File: config.mk
export PLATFORM = sky130hd
export DESIGN_NAME = serial_adder_ctrl_flat
export DESIGN_NICKNAME = d
export VERILOG_FILES = /design/src/rtl/serial_adder_ctrl_if.sv /design/src/rtl/serial_adder_ctrl.sv /design/src/flat_wrapper.sv
export SDC_FILE = /design/constraint.sdc
export NUM_CORES = 1
export LEC_CHECK = 0
export CORE_MARGIN = 4
export CORE_UTILIZATION = 50
export CTS_CLUSTER_SIZE = 12
export DETAILED_ROUTE_END_ITERATION = 8
export GPL_TIMING_DRIVEN = 0
export PLACE_DENSITY = 0.91
export RECOVER_POWER = 50
export SLEW_MARGIN = 0
export SYNTH_ARGS = -nofsm -noshare
export SYNTH_HDL_FRONTEND = slang
export SYNTH_SLANG_ARGS = --single-unit
File: constraint.sdc
create_clock -name clk -period 2.8 [get_ports clk]
set_input_delay 0.28 -clock clk [delete_from_list [all_inputs] [get_ports clk]]
set_output_delay 0.28 -clock clk [all_outputs]
set_load 0.05 [all_outputs]
File: src/rtl/serial_adder_ctrl_if.sv
`default_nettype none
// ============================================================================
// Module      : serial_adder_ctrl_if
// Description : Operand/result handshake bundle for the bit-serial adder.
//               The slave modport belongs to the adder. The master modport
//               belongs to the block that supplies operands and takes results.
// Revision    : 1.0 - initial release
// ============================================================================
interface serial_adder_ctrl_if #(
  parameter int N = 8
);
  // Upstream side: operands in.
  logic         in_valid;
  logic         in_ready;
  logic [N-1:0] a;
  logic [N-1:0] b;
  logic         cin;
  // Downstream side: result out.
  logic         out_valid;
  logic         out_ready;
  logic [N-1:0] sum;
  logic         cout;
  logic         ovf;

  modport slave (
    input  in_valid, a, b, cin, out_ready,
    output in_ready, out_valid, sum, cout, ovf
  );

  modport master (
    output in_valid, a, b, cin, out_ready,
    input  in_ready, out_valid, sum, cout, ovf
  );
endinterface
`default_nettype wire

File: src/rtl/serial_adder_ctrl.sv
`default_nettype none
// ============================================================================
// Module      : serial_adder_ctrl (with leaf adder_1bit)
// Description : Bit-serial N-bit adder. It latches A, B and carry-in, then
//               runs one full-adder cell LSB first, one bit per cycle. It
//               presents sum, carry-out and signed overflow through
//               valid/ready handshakes on the input and output sides.
// Revision    : 1.0 - initial release
// ============================================================================

// Single-bit full adder cell.
module adder_1bit (
  input  logic A,
  input  logic B,
  input  logic Ci,
  output logic Co,
  output logic S
);
  assign S  = A ^ B ^ Ci;
  assign Co = (A & B) | (A & Ci) | (B & Ci);
endmodule

module serial_adder_ctrl #(
  parameter int N = 8
) (
  input  logic                 clk,
  input  logic                 rst,
  serial_adder_ctrl_if.slave   bus
);

  localparam int CW = $clog2(N);
  localparam logic [CW-1:0] CNT_LAST = CW'(N - 1);

  localparam logic [1:0] S_IDLE = 2'd0;
  localparam logic [1:0] S_RUN  = 2'd1;
  localparam logic [1:0] S_DONE = 2'd2;

  logic [1:0]    state;
  logic [N-1:0]  a_sh;
  logic [N-1:0]  b_sh;
  logic [N-1:0]  acc;
  logic          carry;
  logic          ovf_bit;
  logic [CW-1:0] cnt;
  logic          s_bit;
  logic          co_bit;

  // The adder cell always looks at the current LSBs and the registered carry.
  adder_1bit u_adder (
    .A  (a_sh[0]),
    .B  (b_sh[0]),
    .Ci (carry),
    .Co (co_bit),
    .S  (s_bit)
  );

  // Sequencer: accept operands, shift one bit per cycle, hold result until taken.
  always_ff @(posedge clk) begin
    if (rst) begin
      state   <= S_IDLE;
      a_sh    <= '0;
      b_sh    <= '0;
      acc     <= '0;
      carry   <= 1'b0;
      cnt     <= '0;
      ovf_bit <= 1'b0;
    end else begin
      case (state)
        S_IDLE: begin
          if (bus.in_valid) begin
            a_sh  <= bus.a;
            b_sh  <= bus.b;
            carry <= bus.cin;
            acc   <= '0;
            cnt   <= '0;
            state <= S_RUN;
          end
        end
        S_RUN: begin
          a_sh  <= a_sh >> 1;
          b_sh  <= b_sh >> 1;
          acc   <= {s_bit, acc[N-1:1]};
          carry <= co_bit;
          cnt   <= cnt + CW'(1);
          if (cnt == CNT_LAST) begin
            // On this cycle, carry holds the carry into the MSB.
            ovf_bit <= carry ^ co_bit;
            state   <= S_DONE;
          end
        end
        S_DONE: begin
          if (bus.out_ready) begin
            state <= S_IDLE;
          end
        end
        default: state <= S_IDLE;
      endcase
    end
  end

  // Outputs are decoded from state or taken straight from registers. in_ready
  // is also gated by rst so that no operand is offered during reset.
  assign bus.in_ready  = (state == S_IDLE) && !rst;
  assign bus.out_valid = (state == S_DONE);
  assign bus.sum       = acc;
  assign bus.cout      = carry;
  assign bus.ovf       = ovf_bit;

endmodule
`default_nettype wire

File: src/flat_wrapper.sv
// flat-port wrapper written by rule: the top's interface ports become plain ports
module serial_adder_ctrl_flat 
#(
  parameter int N = 8
)
  (clk, rst, bus_in_valid, bus_a, bus_b, bus_cin, bus_out_ready, bus_in_ready, bus_out_valid, bus_sum, bus_cout, bus_ovf);
  serial_adder_ctrl_if #(.N(N)) bus_i ();
  input  logic clk;
  input  logic rst;
  input wire logic [$bits(bus_i.in_valid)-1:0] bus_in_valid;
  input wire logic [$bits(bus_i.a)-1:0] bus_a;
  input wire logic [$bits(bus_i.b)-1:0] bus_b;
  input wire logic [$bits(bus_i.cin)-1:0] bus_cin;
  input wire logic [$bits(bus_i.out_ready)-1:0] bus_out_ready;
  output wire logic [$bits(bus_i.in_ready)-1:0] bus_in_ready;
  output wire logic [$bits(bus_i.out_valid)-1:0] bus_out_valid;
  output wire logic [$bits(bus_i.sum)-1:0] bus_sum;
  output wire logic [$bits(bus_i.cout)-1:0] bus_cout;
  output wire logic [$bits(bus_i.ovf)-1:0] bus_ovf;
  assign bus_i.in_valid = bus_in_valid;
  assign bus_i.a = bus_a;
  assign bus_i.b = bus_b;
  assign bus_i.cin = bus_cin;
  assign bus_i.out_ready = bus_out_ready;
  assign bus_in_ready = bus_i.in_ready;
  assign bus_out_valid = bus_i.out_valid;
  assign bus_sum = bus_i.sum;
  assign bus_cout = bus_i.cout;
  assign bus_ovf = bus_i.ovf;
  serial_adder_ctrl #(.N(N)) u_core (.clk(clk), .rst(rst), .bus(bus_i));
endmodule
==> results of run 1 <==
## layout make-up
class,count,area (um2),area share
sequential,31,621,0.378
multi-input combinational,90,557,0.339
timing repair buffer,31,310,0.189
buffer,11,52.6,0.0320
clock buffer,7,45.0,0.0275
tap,28,35.0,0.0214
inverter,4,15.0,0.00915
clock inverter,1,5.00,0.00305
## flip-flops by register name, summed over array words and instances, names as in the netlist
| signal | flops |
|---|---|
| u_core.a_sh | 8 |
| u_core.b_sh | 8 |
| u_core.bus.sum | 8 |
| u_core.cnt | 3 |
| u_core.state | 2 |
| u_core.bus.cout | 1 |
| u_core.bus.ovf | 1 |
## per-stage QoR
stage                     power [W]  hold slack, ns  cells  cell area [um2]
after floorplan            0.000577           0.440    136             1250
final                      0.000862           0.328    203             1640
after global routing       0.000904           0.338    203             1640
after global placement     0.000626           0.443    195             1600
after CTS                  0.000869           0.322    203             1650
after detailed placement   0.000633           0.452    195             1600
## where the power goes
part	internal (W)	switching, W
Combinational	0.0000667	0.0000743
Clock	0.0000976	0.000142
Sequential	0.000466	0.0000148
Total	0.000631	0.000231
## metal layers
| metal | global-route usage | routed length [um] |
|---|---|---|
| met2 | 0.342 | 1450 |
| met4 | 0.0795 | 49 |
| met1 | 0.175 | 1110 |
| met5 | 0 | 0 |
| met3 | 0.0668 | 202 |
## how the worst max path moves through the flow
stage                          from            end  slack [ns]  cells after the start
global route        u_core.state[1]  bus_out_valid        0.39                      3
finish              u_core.state[1]  bus_out_valid        0.48                      3
floorplan           u_core.state[1]   bus_in_ready        0.97                      2
CTS                 u_core.state[1]  bus_out_valid        0.49                      3
global placement    u_core.state[1]  bus_out_valid        0.89                      3
detailed placement  u_core.state[1]  bus_out_valid        0.87                      3
## cells in the mapped netlist
| master | n | share of area |
|---|---|---|
| a2111oi_0 | 1 | 0.0070 |
| nand2_1 | 1 | 0.0030 |
| a22oi_1 | 9 | 0.054 |
| nor2b_1 | 3 | 0.015 |
| or3b_1 | 1 | 0.0070 |
| inv_1 | 4 | 0.012 |
| buf_2 | 3 | 0.012 |
| fa_1 | 1 | 0.016 |
| o221a_1 | 1 | 0.0090 |
| nor2_1 | 36 | 0.11 |
| nand3_1 | 1 | 0.0040 |
| mux2i_1 | 1 | 0.0080 |
| buf_6 | 1 | 0.0090 |
| o21ba_2 | 1 | 0.0080 |
| xnor2_1 | 1 | 0.0070 |
| ha_1 | 2 | 0.020 |
| buf_4 | 1 | 0.0060 |
| a2bb2oi_1 | 1 | 0.0070 |
| clkbuf_2 | 1 | 0.0040 |
| nand3b_1 | 3 | 0.018 |
| a21oi_1 | 7 | 0.028 |
| o21ai_0 | 2 | 0.0080 |
| dfxtp_1 | 31 | 0.50 |
| o21bai_1 | 1 | 0.0060 |
| nand2b_1 | 2 | 0.010 |
| o221ai_1 | 14 | 0.098 |
| nor3_1 | 1 | 0.0040 |
| clkbuf_1 | 5 | 0.015 |
## cells by family (layout without fill, tap and decap cells)
group / after synthesis / count (layout) / share of synthesized area
flip-flops: 31 / 31 / 0.497
XOR/XNOR: 1 / 1 / 0.00701
AO/OA/AOI/OAI: 37 / 37 / 0.225
AND/OR/NAND/NOR: 48 / 48 / 0.169
multiplexers: 1 / 1 / 0.00801
adder cells (fa/ha/maj): 3 / 3 / 0.0360
buffers and inverters: 15 / 54 / 0.0581
==> summary.txt, run 1 <==
Status
  • Outcome: complete, no violations

Layout
  • Commonest non-fill, non-tap cell in the layout: nor2_1
  • Fillers: 188
  • Layout area overhead: 31.2%
  • Net count reported at finish: 198
  • N_diodes: 0
  • Commonest cells after routing, fill and taps aside: 36 x nor2_1, 31 x dfxtp_1, 30 x clkdlybuf4s50_1
  • Layout cell share with drive strength beyond 1: 0.0457
  • Fin util: 0.714

CTS
  • Clock root buffer: clkbuf_4
  • # hold bufs at CTS: 0
  • Worst skew pair latency: 0.33 ns
  • Clock-pin slew on the worst setup and hold paths: 0.09 ns
  • CTS H-tree depth: 2
  • CTS buffer count: 5
  • CTS tree: yes
  • Clk buf depth: 2
  • Clock sink count: 31
  • Setup Buffers After CTS: 0
  • Post-CTS Resized: 0

Logic synthesis
  • Ys Warns: 0
  • Synthesized area: 1250 um2
  • Syn_nets: 160
  • Register area share after synthesis: 0.496
  • Mean area per synthesized cell: 9.19 um2
  • Synth unique cells: 28
  • Syn Inst Count: 136
  • Synthesized flop and latch total: 31

Setup path
  • Worst setup EP type: output port
  • Slowest stage delay, CP: 0.82 ns
  • Reg-to-reg startpoint: u_core.state[0]
  • Largest delay contributor family on the critical path: buffers and inverters
  • Critical path launch point type: register
  • Crit Reg-Reg Endpoint: u_core.b_sh[2]
  • Slowest CP cell: clkdlybuf4s50_1
  • Critical path class: register to output port
  • Worst path bufs/invs: 2
  • Worst path arrival time: 2.04 ns
  • Worst endpoint required time: 2.52 ns
  • Reg2reg setup slack: 1.15 ns
  • Max FO, Critical Path: 10
  • R2R cell count: 5
  • CP Cell Sequence: clkbuf_1 -> nor2b_1 -> clkdlybuf4s50_1

Hold path
  • Worst hold path type: input pin to register
  • Min-Delay Path Depth: 2
  • WHS Endpoint: u_core.cnt[0]
  • Worst Hold Launch: rst

Drt
  • Vias per Instance: 5.67
  • DR DRC count: 0
  • Final antenna-violating net count: 0
  • Pre-antenna DRT Iters: 4
  • WL per Instance: 13.8 um
  • Starting DRT DRC Count: 27
  • Via count: 1151
  • Post-Route WL: 2810 um

Timing
  • Unrepaired setup endpoints after global routing: false
  • Fin. Hold Viols: 0
  • Relative slew margins: 0.650
  • Worst-Margin Slew: 0.523 ns
  • Fin Clk Skew: 0.00345 ns
  • Post-layout minimum cycle time: 2.32 ns
  • Final period utilization: 0.827
  • Setup TNS: 0 ns
  • Highest attainable clock frequency: 0.432 GHz
  • Final setup fails: 0
  • Setup slack after layout: 0.484 ns
  • Pins Over Slew Limit: 0

Power and ir drop
  • Pwr/cell area: 525 nW/um2
  • Leak: 0.613 nW
  • Max IR drop VDD: 497 uV

Floorplanning
  • Die W: 58 um
  • Chip height: 58 um
  • Area of the core: 2300 um2
  • Die Area: 3360 um2
  • Initial Util: 0.544
  • IO Count: 33
  • FP Rows: 17

GRT
  • First-pass GRT wire length: 4690 um
  • Congestion Overflow GR: 0
  • Largest net degree at the start of global routing: 11
  • Gr usage total: 0.182
  • Initial antenna violation count: 0
  • Vias in the first global route: 1165

Place
  • Setup Slack @ Placement: 0.868 ns
  • Routability Congestion: 0.790
  • Port bufs: 31
  • HPWL Detailed: 2140 um

Run
  • Max cap viols: 0
Note: power is estimated with default switching activity, not from simulation.
==> inputs of run 2 (changes only) <==
--- a/config.mk
+++ b/config.mk
@@ -6,11 +6,11 @@
 export NUM_CORES = 1
 export LEC_CHECK = 0
 export CORE_MARGIN = 4
-export CORE_UTILIZATION = 50
+export CORE_UTILIZATION = 42
 export CTS_CLUSTER_SIZE = 12
 export DETAILED_ROUTE_END_ITERATION = 8
 export GPL_TIMING_DRIVEN = 0
-export PLACE_DENSITY = 0.91
+export PLACE_DENSITY = 0.82
 export RECOVER_POWER = 50
 export SLEW_MARGIN = 0
 export SYNTH_ARGS = -nofsm -noshare
==> constraint.sdc (replaced) <==
create_clock -name clk -period 1.91 [get_ports clk]
set_input_delay 0.191 -clock clk [delete_from_list [all_inputs] [get_ports clk]]
set_output_delay 0.191 -clock clk [all_outputs]
set_load 0.05 [all_outputs]
==> summary.txt, run 2 (synthesis results as in run 1) <==
Layout
  • Fin util: 0.583 (was 0.714)
  • N_diodes: 0 (unchanged)
  • Net count reported at finish: 198 (unchanged)
  • Commonest non-fill, non-tap cell in the layout: nor2_1 (unchanged)
  • Layout area overhead: 30.8% (was 31.2%)
  • Commonest cells after routing, fill and taps aside: 36 x nor2_1, 31 x dfxtp_1, 28 x clkdlybuf4s50_1 (was 36 x nor2_1, 31 x dfxtp_1, 30 x clkdlybuf4s50_1)
  • Layout cell share with drive strength beyond 1: 0.0571 (was 0.0457)

Timing
  • Final period utilization: 0.936
  • Worst hold margin: 0.266 ns (was 0.328 ns)
  • Relative slew margins: 0.668 (was 0.650)
  • Setup TNS: 0 ns (unchanged)
  • Final setup fails: 0 (unchanged)
  • Fin Clk Skew: 0.00608 ns (was 0.00345 ns)
  • Worst-Margin Slew: 0.497 ns (was 0.523 ns)
  • Unrepaired setup endpoints after global routing: false (unchanged)
  • Post-layout minimum cycle time: 1.79 ns
  • Pins Over Slew Limit: 0 (unchanged)
  • Fin. Hold Viols: 0 (unchanged)
  • Setup slack after layout: 0.123 ns (was 0.484 ns)
  • Highest attainable clock frequency: 0.560 GHz

GRT
  • First-pass GRT wire length: 4580 um (was 4690 um)
  • Initial antenna violation count: 0 (unchanged)
  • Largest net degree at the start of global routing: 11 (unchanged)
  • Gr usage total: 0.145 (was 0.182)
  • Vias in the first global route: 1121 (was 1165)
  • Congestion Overflow GR: 0 (unchanged)

Setup path
  • Reg2reg setup slack: 0.29 ns (was 1.15 ns)
  • Crit Reg-Reg Endpoint: u_core.bus.sum[2] (was u_core.b_sh[2])
  • Worst path bufs/invs: 2 (unchanged)
  • Critical path class: register to output port (unchanged)
  • Worst endpoint required time: 1.72 ns (was 2.52 ns)
  • Critical path launch point type: register (unchanged)
  • Max FO, Critical Path: 10 (unchanged)
  • Reg-to-reg startpoint: u_core.state[1] (was u_core.state[0])
  • CP Cell Sequence: clkbuf_1 -> nor2b_1 -> clkdlybuf4s15_2 (was clkbuf_1 -> nor2b_1 -> clkdlybuf4s50_1)
  • Worst path arrival time: 1.60 ns (was 2.04 ns)
  • Largest delay contributor family on the critical path: buffers and inverters (unchanged)
  • Worst setup EP type: output port (unchanged)
  • Slowest CP cell: clkdlybuf4s15_2 (was clkdlybuf4s50_1)
  • Slowest stage delay, CP: 0.39 ns (was 0.82 ns)
  • R2R cell count: 5 (unchanged)

CTS
  • # hold bufs at CTS: 0 (unchanged)
  • Clock root buffer: clkbuf_4 (unchanged)
  • CTS H-tree depth: 2 (unchanged)
  • Clk buf depth: 2 (unchanged)
  • Clock-pin slew on the worst setup and hold paths: 0.09 ns (about the same)
  • Worst skew pair latency: 0.32 ns (was 0.33 ns)
  • CTS buffer count: 5 (unchanged)
  • Clock sink count: 31 (unchanged)
  • CTS tree: yes (unchanged)

Hold path
  • Min-Delay Path Depth: 2 (unchanged)
  • Worst hold path type: input pin to register (unchanged)
  • WHS Endpoint: u_core.cnt[0] (unchanged)
  • Worst Hold Launch: rst (unchanged)

Floorplanning
  • Die Area: 3910 um2 (was 3360 um2)
  • Chip height: 62.6 um (was 58 um)
  • Initial Util: 0.446 (was 0.544)
  • IO Count: 33 (unchanged)
  • Area of the core: 2810 um2 (was 2300 um2)
  • Die W: 62.6 um (was 58 um)
  • FP Rows: 19 (was 17)

Drt
  • Pre-antenna DRT Iters: 5 (was 4)
  • DR DRC count: 0 (unchanged)
  • Via count: 1116 (was 1151)
  • Starting DRT DRC Count: 47 (was 27)
  • Final antenna-violating net count: 0 (unchanged)
  • Post-Route WL: 2700 um (was 2810 um)
  • WL per Instance: 13.1 um (was 13.8 um)
  • Vias per Instance: 5.42 (was 5.67)

Status
  • Outcome: complete, no violations (unchanged)

Run
  • Max cap viols: 0 (unchanged)

Place
  • Port bufs: 31 (unchanged)
  • Routability Congestion: 0.756 (was 0.790)
  • Setup Slack @ Placement: 0.0648 ns (was 0.868 ns)
  • HPWL Detailed: 2080 um (was 2140 um)

Power and ir drop
  • Pwr/cell area: 764 nW/um2 (was 525 nW/um2)
  • Max IR drop VDD: 434 uV (was 497 uV)
  • Leak: 0.611 nW (was 0.613 nW)
[run 2: cell types whose count changed in the layout (fill, tap and decap cells not counted), sizes merged]
| cell | change |
|---|---|
| dlygate4sd2 | +1 |
| clkdlybuf4s50 | -2 |
| clkdlybuf4s15 | +1 |
[run 2: report_power, final]
group          internal [W]  switching [W]
Sequential         0.000684      0.0000209
Clock              0.000143       0.000202
Combinational     0.0000943       0.000105
Total              0.000921       0.000329
[run 2: timing repair]
action / in CTS / in global routing
endpoints found under the setup margin: 2 / 0
buffers inserted: 0 / 0
gates resized for setup: 4 / 0
[run 2: worst max-delay path by stage]
stage                    startpoint             to  slack (ns)  depth (start not counted)
CTS                 u_core.state[1]   bus_in_ready        0.10                          3
global placement    u_core.state[1]  bus_out_valid        0.08                          3
finish              u_core.state[1]  bus_out_valid        0.12                          3
detailed placement  u_core.state[1]  bus_out_valid        0.06                          3
global route        u_core.state[1]  bus_out_valid       0.004                          3
floorplan           u_core.state[1]   bus_in_ready        0.17                          2
[run 2: cell type report]
| cell class | instances | area, um2 |
|---|---|---|
| plain buffers | 11 | 43.8 |
| flip-flops and latches | 31 | 621 |
| repair buffers | 31 | 310 |
| fillers | 281 | 1170 |
| clock buffers | 7 | 45.0 |
| inverters | 4 | 15.0 |
| well taps | 31 | 38.8 |
| multi-input cells | 90 | 557 |
| clock inverters | 1 | 5.00 |
[run 2: layer usage]
layer,wire [um],GRT usage,share of wire,vias to the layer above
li1,-,-,-,566
met3,141,0.0414,0.052,7
met2,1420,0.264,0.52,28
met5,0,0,0,-
met1,1100,0.150,0.41,515
met4,46,0.0716,0.017,0
[run 2: metrics by stage]
stage | total power [W] | area (um2) | std cells
floorplan | 0.000846 | 1250 | 136
global placement | 0.000919 | 1600 | 198
detailed placement | 0.000926 | 1600 | 198
CTS | 0.00127 | 1650 | 206
global route | 0.00132 | 1640 | 206
finish | 0.00125 | 1640 | 206
==> inputs of run 3 (changes only) <==
--- a/config.mk
+++ b/config.mk
@@ -6,13 +6,14 @@
 export NUM_CORES = 1
 export LEC_CHECK = 0
 export CORE_MARGIN = 4
-export CORE_UTILIZATION = 42
+export CORE_UTILIZATION = 43
 export CTS_CLUSTER_SIZE = 12
 export DETAILED_ROUTE_END_ITERATION = 8
 export GPL_TIMING_DRIVEN = 0
-export PLACE_DENSITY = 0.82
+export PLACE_DENSITY = 0.84
 export RECOVER_POWER = 50
 export SLEW_MARGIN = 0
 export SYNTH_ARGS = -nofsm -noshare
 export SYNTH_HDL_FRONTEND = slang
+export SYNTH_HIERARCHICAL = 1
 export SYNTH_SLANG_ARGS = --single-unit
==> summary.txt, run 3 <==
Timing
  • Final period utilization: 0.956 (was 0.936)
  • Fin Clk Skew: 0.00682 ns (was 0.00608 ns)
  • Pins Over Slew Limit: 0 (unchanged)
  • Relative slew margins: 0.653 (was 0.668)
  • Worst-Margin Slew: 0.519 ns (was 0.497 ns)
  • Post-layout minimum cycle time: 1.83 ns (was 1.79 ns)
  • Unrepaired setup endpoints after global routing: false (unchanged)
  • Fin. Hold Viols: 0 (unchanged)
  • Setup TNS: 0 ns (unchanged)
  • Final setup fails: 0 (unchanged)
  • Highest attainable clock frequency: 0.548 GHz (was 0.560 GHz)

Logic synthesis
  • Synth unique cells: 25 (was 28)
  • Synthesized area: 1280 um2 (was 1250 um2)
  • Post-synth top flop: dfxtp_1 (unchanged)
  • Synth top area cells: dfxtp_1 48%, nor2_1 17%, nor4_1 6.8%, a22oi_1 6.4%, buf_4 2.9% (was dfxtp_1 50%, nor2_1 11%, o221ai_1 9.8%, a22oi_1 5.4%, a21oi_1 2.8%)
  • Ys Warns: 6 (was 0)
  • Post-synth EDFFs: 0 (unchanged)
  • Count leader, synth: nor2_1 (unchanged)
  • Asr flop ratio synth: 0 (unchanged)
  • Leading area contributor after synthesis: dfxtp_1 (unchanged)
  • Synthesized flop and latch total: 31 (unchanged)
  • Register area share after synthesis: 0.483 (was 0.496)
  • Synth top cells by count: 57 x nor2_1, 31 x dfxtp_1, 14 x nor4_1 (was 36 x nor2_1, 31 x dfxtp_1, 14 x o221ai_1)
  • Mean area per synthesized cell: 8.51 um2 (was 9.19 um2)
  • Syn_nets: 175 (was 160)
  • Syn Inst Count: 151 (was 136)
  • Area share of the leading cell type in the synthesized netlist: 0.483 (was 0.496)

Place
  • Routability Congestion: 0.786 (was 0.756)
  • Port bufs: 32 (was 31)
  • HPWL Detailed: 2220 um (was 2080 um)

GRT
  • Largest net degree at the start of global routing: 11 (unchanged)
  • Initial antenna violation count: 0 (unchanged)
  • Congestion Overflow GR: 0 (unchanged)
  • Gr usage total: 0.160 (was 0.145)
  • First-pass GRT wire length: 5000 um (was 4580 um)
  • Vias in the first global route: 1183 (was 1121)

CTS
  • CTS H-tree depth: 2 (unchanged)
  • Clock root buffer: clkbuf_4 (unchanged)
  • Clk buf depth: 2 (unchanged)
  • CTS buffer count: 5 (unchanged)
  • Clock-pin slew on the worst setup and hold paths: 0.09 ns (about the same)
  • Worst skew pair latency: 0.32 ns (about the same)
  • Clock sink count: 31 (unchanged)
  • CTS tree: yes (unchanged)

Hold path
  • Worst hold path type: input pin to register (unchanged)
  • Min-Delay Path Depth: 3 (was 2)
  • WHS Endpoint: u_core/b_sh[3] (was u_core.cnt[0])
  • Worst Hold Launch: bus_b[3] (was rst)

Run
  • Max cap viols: 0 (unchanged)

Drt
  • Final antenna-violating net count: 0 (unchanged)
  • Starting DRT DRC Count: 63 (was 47)
  • Pre-antenna DRT Iters: 4 (was 5)
  • Via count: 1171 (was 1116)
  • DR DRC count: 0 (unchanged)
  • Post-Route WL: 2880 um (was 2700 um)
  • WL per Instance: 13.0 um (was 13.1 um)
  • Vias per Instance: 5.30 (was 5.42)

Layout
  • Commonest non-fill, non-tap cell in the layout: nor2_1 (unchanged)
  • N_diodes: 0 (unchanged)
  • Layout cell share with drive strength beyond 1: 0.0737 (was 0.0571)
  • FF/Latch Area: 621 um2 (unchanged)
  • Fillers: 283 (was 281)
  • Multi-input logic area: 587 um2 (was 557 um2)
  • Layout area overhead: 30.7% (was 30.8%)
  • Commonest cells after routing, fill and taps aside: 57 x nor2_1, 31 x dfxtp_1, 30 x clkdlybuf4s50_1 (was 36 x nor2_1, 31 x dfxtp_1, 28 x clkdlybuf4s50_1)
  • Net count reported at finish: 213 (was 198)

Setup path
  • Critical path launch point type: input pin (was register)
  • Slowest CP cell: clkdlybuf4s50_1 (was clkdlybuf4s15_2)
  • Critical path class: input pin to output port (was register to output port)
  • Worst path arrival time: 1.63 ns (was 1.60 ns)
  • Worst setup EP type: output port (unchanged)
  • Reg2reg setup slack: 0.27 ns (was 0.29 ns)
  • Crit Reg-Reg Endpoint: u_core/b_sh[1] (was u_core.bus.sum[2])
  • Reg-to-reg startpoint: u_core/state[0] (was u_core.state[1])
  • Worst endpoint required time: 1.72 ns (about the same)
  • Max FO, Critical Path: 14 (was 10)
  • R2R cell count: 5 (unchanged)
  • CP Cell Sequence: clkdlybuf4s50_1 -> nor3_1 -> clkdlybuf4s15_1 (was clkbuf_1 -> nor2b_1 -> clkdlybuf4s15_2)
  • Slowest stage delay, CP: 0.67 ns (was 0.39 ns)

Power and ir drop
  • Pwr/cell area: 752 nW/um2 (was 764 nW/um2)
  • Leak: 0.678 nW (was 0.611 nW)
  • Power after layout: 0.00126 W (was 0.00125 W)
  • Max IR drop VDD: 526 uV (was 434 uV)

Floorplanning
  • Area of the core: 2810 um2 (unchanged)
  • IO Count: 33 (unchanged)
  • Chip height: 62.7 um (was 62.6 um)
  • Die W: 62.7 um (was 62.6 um)
  • Initial Util: 0.458 (was 0.446)
  • Die Area: 3930 um2 (was 3910 um2)
  • FP Rows: 19 (unchanged)

Status
  • Outcome: complete, no violations (unchanged)
## run 3: power breakdown
| part | switching, W | internal, W | leakage (nW) |
|---|---|---|---|
| Combinational | 0.000111 | 0.0000972 | 0.394 |
| Sequential | 0.0000230 | 0.000683 | 0.255 |
| Clock | 0.000206 | 0.000143 | 0.0293 |
## run 3: layer usage
metal / track usage / vias to the layer above / wire length [um] / part of all wire
li1: - / 594 / - / -
met1: 0.170 / 531 / 1210 / 0.42
met2: 0.274 / 39 / 1430 / 0.50
met3: 0.0612 / 7 / 193 / 0.067
met4: 0.0799 / 0 / 48 / 0.017
met5: 0 / - / 0 / 0
## run 3: worst max path at each step
stage / from / end / slack, ns / cells after the start
2_1_floorplan: u_core/state[0] / bus_in_ready / 0.18 / 2
5_1_grt: rst / bus_in_ready / 0.001 / 3
3_5_place_dp: rst / bus_in_ready / -0.25 / 4
6_report: rst / bus_in_ready / 0.08 / 3
4_1_cts: rst / bus_in_ready / 0.03 / 4
3_3_place_gp: rst / bus_in_ready / -0.24 / 4
## run 3: logic make-up after synthesis
group / share of synthesized area
compound gates: 0.104
buf+inv: 0.0604
flops: 0.483
mux: 0.0156
fa+ha+maj: 0.0351
simple gates: 0.295
xor+xnor: 0.00682
## run 3: per-stage QoR
| step | worst slack, ns | std cells | area, um2 | hold WS [ns] | util |
|---|---|---|---|---|---|
| after floorplan | 0.183 | 151 | 1280 | 0.269 | - |
| after global placement | -0.240 | 214 | 1640 | 0.470 | 0.586 |
| after detailed placement | -0.254 | 214 | 1640 | 0.481 | 0.586 |
| after CTS | 0.0320 | 222 | 1690 | 0.446 | 0.603 |
| after global routing | 0.00105 | 221 | 1680 | 0.470 | 0.599 |
| final | 0.0845 | 221 | 1680 | 0.459 | 0.599 |
## run 3: area by class of cell
cell class / instances / share of cell area
sequential: 31 / 0.370
multi-input combinational: 107 / 0.349
timing repair buffer: 32 / 0.190
buffer: 10 / 0.0335
clock buffer: 7 / 0.0268
tap: 31 / 0.0231
inverter: 2 / 0.00447
clock inverter: 1 / 0.00298
## run 3: critical path, delay by kind of cell
family / cells / cell delay (ns)
buf+inv: 2 / 1.20
simple gates: 1 / 0.24
## run 3: repair_timing
action | 4_1_cts | 5_1_grt
buffers inserted | 0 | 0
hold buffers | 0 | 0
endpoints found under the setup margin | 2 | 1
pin swaps | 0 | 0
endpoints found under the hold margin | 0 | 0
resized for setup | 2 | 1
